File: src/rtl/stream_upsize_packer.sv
// Narrow-to-wide stream packer: gathers beats into lanes, then presents
// one wide word with keep/last; collect and send phases never overlap.
module stream_upsize_packer #(
  parameter int T_DATA_WIDTH = 8,
  parameter int T_DATA_RATIO = 4
) (
  input  logic                                 clk_i,
  input  logic                                 rst_i,
  input  logic [T_DATA_WIDTH-1:0]              s_data_i,
  input  logic                                 s_valid_i,
  input  logic                                 s_last_i,
  output logic                                 s_ready_o,
  output logic [T_DATA_WIDTH*T_DATA_RATIO-1:0] m_data_o,
  output logic [T_DATA_RATIO-1:0]              m_keep_o,
  output logic                                 m_last_o,
  output logic                                 m_valid_o,
  input  logic                                 m_ready_i
);

  localparam int CW = $clog2(T_DATA_RATIO);
  localparam int DW = T_DATA_WIDTH * T_DATA_RATIO;
  localparam logic [CW-1:0] LAST_LANE = CW'(T_DATA_RATIO - 1);

  typedef enum logic {
    COLLECT,
    SEND
  } state_t;

  state_t                  state;
  logic [CW-1:0]           cnt;
  logic [DW-1:0]           data;
  logic [T_DATA_RATIO-1:0] keep;
  logic                    last;

  assign s_ready_o = (state == COLLECT);
  assign m_valid_o = (state == SEND);
  assign m_data_o  = data;
  assign m_keep_o  = keep;
  assign m_last_o  = last;

  always_ff @(posedge clk_i) begin
    if (rst_i) begin
      state <= COLLECT;
      cnt   <= '0;
      data  <= '0;
      keep  <= '0;
      last  <= 1'b0;
    end else begin
      unique case (state)
        COLLECT: begin
          if (s_valid_i) begin
            for (int k = 0; k < T_DATA_RATIO; k++) begin
              if (cnt == CW'(k)) begin
                data[k*T_DATA_WIDTH +: T_DATA_WIDTH] <= s_data_i;
                keep[k] <= 1'b1;
              end
            end
            // counter saturates on the final lane; SEND clears it anyway
            if (cnt != LAST_LANE) begin
              cnt <= cnt + CW'(1);
            end
            if (cnt == LAST_LANE || s_last_i) begin
              state <= SEND;
              last  <= s_last_i;
            end
          end
        end
        SEND: begin
          if (m_ready_i) begin
            state <= COLLECT;
            cnt   <= '0;
            data  <= '0;
            keep  <= '0;
            last  <= 1'b0;
          end
        end
      endcase
    end
  end

endmodule

File: config.mk
export PLATFORM = sky130hd
export DESIGN_NAME = stream_upsize_packer
export DESIGN_NICKNAME = d
export VERILOG_FILES = /design/src/rtl/stream_upsize_packer.sv
export SDC_FILE = /design/constraint.sdc
export NUM_CORES = 1
export LEC_CHECK = 0
export ABC_CLOCK_PERIOD_IN_PS = 3770
export CAP_MARGIN = 10
export CORE_MARGIN = 4
export CORE_UTILIZATION = 45
export CTS_CLUSTER_DIAMETER = 80
export DETAILED_ROUTE_END_ITERATION = 12
export GPL_TIMING_DRIVEN = 0
export PLACE_DENSITY_LB_ADDON = 0.25
export SYNTH_ARGS = -nofsm -noshare
export SYNTH_HDL_FRONTEND = slang
export SYNTH_SLANG_ARGS = --single-unit
File: constraint.sdc
create_clock -name clk_i -period 3.77 [get_ports clk_i]
set_clock_uncertainty 0.15 [all_clocks]
set_input_delay 0.5655 -clock clk_i [delete_from_list [all_inputs] [get_ports clk_i]]
set_output_delay 0.5655 -clock clk_i [all_outputs]
set_load 0.01 [all_outputs]
==> results.yml <==
outcome:
  outcome: "finished, final reports clean"
sta:
  finalCriticalPeriod_ns: 2.162
  tns_ns: 0
  setup_viol: 0
  whs_ns: 0.3135
  slew_viol_final: 0
  max_freq_mhz: 462.5
  relSlewSlack: 0.8186
  period_share: 0.5736
  rsz0062_at_grt: "false"
  worst_pin_slew_ns: 0.2715
  hold_violations: 0
clocking:
  cts.sinks: 40
  post-cts-setup-buffers: 0
  hold_buffers: 0
  htree_levels: 2
  cts-root-buf: "clkbuf_4"
  insertion_delay_ns: 0.34
  cts_made_buffers: 5
  cts_buffer_depth: 2
  cts_tree: "done"
  cts.clk_slew.worst_paths_ns: 0.10
  ctsResizeCount: 0
setup_path:
  end_kind: "primary output"
  critical_path_class: "flop to primary output"
  cp_max_fo: 9
  cp_data_arrival_time_ns: 1.45
  required_ns: 3.05
  crit_path_start_kind: "flop"
global_route:
  gr-total-overflow: 0
  grt_pass1_vias: 1389
  grt_antenna_before_repair: 0
  grt_usage: 0.2016
  grt_pass1_wl_mm: 6.762
  grt_max_degree: 13
yosys:
  post-synth-top-count-cell: "dfxtp_1"
  ys_seq_elements: 40
  synthCells: 157
  synth.area.top_cells: "dfxtp_1, nand3_1, o21ai_0, nand3b_4, nand2b_1"
  synth_cell_types: 18
  synth_top_area_cell: "dfxtp_1"
  async_flop_share: 0
  synth_commonest_cells: "dfxtp_1, nand3_1, o21ai_0"
  syn_avg_cell_area_um2: 9.699
  synth_flop_cell: "dfxtp_1"
  synthesis.area_um2: 1523
  synth-warning-count: 0
  syn_nets: 174
  synth_edf_count: 0
  seq_area_frac_synth: 0.5259
  synth_top_area_share: 0.5259
power_and_ir_drop:
  power_frac_comb: 0.142
  power_mw: 0.8892
  p_sw_mw: 0.2091
  swShare: 0.2351
  leakage_nw: 0.8273
  pwr-share-seq: 0.508
  p_per_area_nw_per_um2: 411.1
  ir_worst_vdd_mv: 0.2410
  p_clk_frac: 0.350
  intPower_mw: 0.6801
finish:
  stdcell_count: 258
  fill_cells: 270
  nets: 230
  drive_gt1_frac: 0.1215
  fin_util: 0.6861
  diodes: 0
  syn2layout_area_growth_pct: 42.07
placement:
  portBuffers: 49
  post-dp-hpwl_mm: 2.943
  dp_cells: 250
  finalWeightedCongestion: 0.8142
routing:
  vias_per_cell: 5.252
  drtIter0Drc: 69
  post_drt_wl_per_cell_um: 15.16
  ant_nets: 0
  wl_mm: 3.911
  drc: 0
  via_count: 1355
  drtPass1Iterations: 4
floorplanning:
  num_io_pins: 52
  dieArea_um2: 4378
  core_region_area_um2: 3153
  dieWidth_um: 66.17
  start_util: 0.4829
  rows: 20
  die_h_um: 66.17
min_path:
  holdCritPathClass: "flop to flop"
run:
  cap_violations: 0
final cells by class:
type / instances / area, um2 / area share
Tap cell: 44 / 55.05 / 0.02545
Inverter: 3 / 11.26 / 0.005205
Buffer: 11 / 71.32 / 0.03297
Clock buffer: 7 / 65.06 / 0.03008
Multi-Input combinational cell: 103 / 639.4 / 0.2955
Clock inverter: 1 / 30.03 / 0.01388
Timing Repair Buffer: 49 / 490.5 / 0.2267
Sequential cell: 40 / 800.8 / 0.3702
sequential cells by signal, indices dropped and copies added, names as in the netlist:
signal     count
m_last_o       1
m_keep_o       4
cnt            2
m_valid_o      1
m_data_o      32
metal layers:
layer | vias to the layer above | share of wire | global-route usage
met2 | 53 | 0.50 | 0.3507
met5 | - | 0 | 0
met4 | 0 | 0.0087 | 0.04569
met3 | 4 | 0.077 | 0.06122
li1 | 661 | - | -
met1 | 637 | 0.42 | 0.2419
through the flow:
stage,cell area (um2),worst slack [ns]
2_1_floorplan,1523,2.255
3_3_place_gp,2068,1.796
3_5_place_dp,2068,1.779
4_1_cts,2163,1.597
5_1_grt,2163,1.554
6_report,2163,1.608
critical path, cell delays in order (launching register included):
cell	delay, ns
dfxtp_1	0.33
buf_4	0.17
inv_1	0.08
clkdlybuf4s50_1	0.54
cell usage in the layout, fill, tap and decap left out, types with 5 or more instances in the layout:
cell             count
nand2_1              5
o21ai_0             27
clkdlybuf4s50_1     49
o21ai_1              7
nand2b_1            11
dfxtp_1             40
nand3_1             35
buf_2                6
clkbuf_4             5
cell families after synthesis:
family,synth area share
simple gates,0.2375
flops,0.5259
fa+ha+maj,0.03287
compound gates,0.1495
buf+inv,0.05423
power groups by stage:
| stage | clock network, mW | logic (mW) | registers, mW |
|---|---|---|---|
| 5_1_grt | 0.339 | 0.138 | 0.455 |
| 3_5_place_dp | 0 | 0.127 | 0.462 |
| 2_1_floorplan | 0 | 0.0577 | 0.468 |
| 6_report | 0.311 | 0.126 | 0.452 |
| 4_1_cts | 0.313 | 0.127 | 0.452 |
| 3_3_place_gp | 0 | 0.124 | 0.460 |
final timing paths:
check | from | to | slack [ns] | cells after the start
setup / recovery | m_valid_o | s_ready_o | 1.61 | 3
hold / removal | m_keep_o[0] | m_keep_o[0] | 0.31 | 2
setup reg to reg | cnt[0] | m_data_o[22] | 2.25 | 6
hold reg to reg | m_keep_o[0] | m_keep_o[0] | 0.31 | 2
Note: power is estimated with default switching activity, not from simulation.
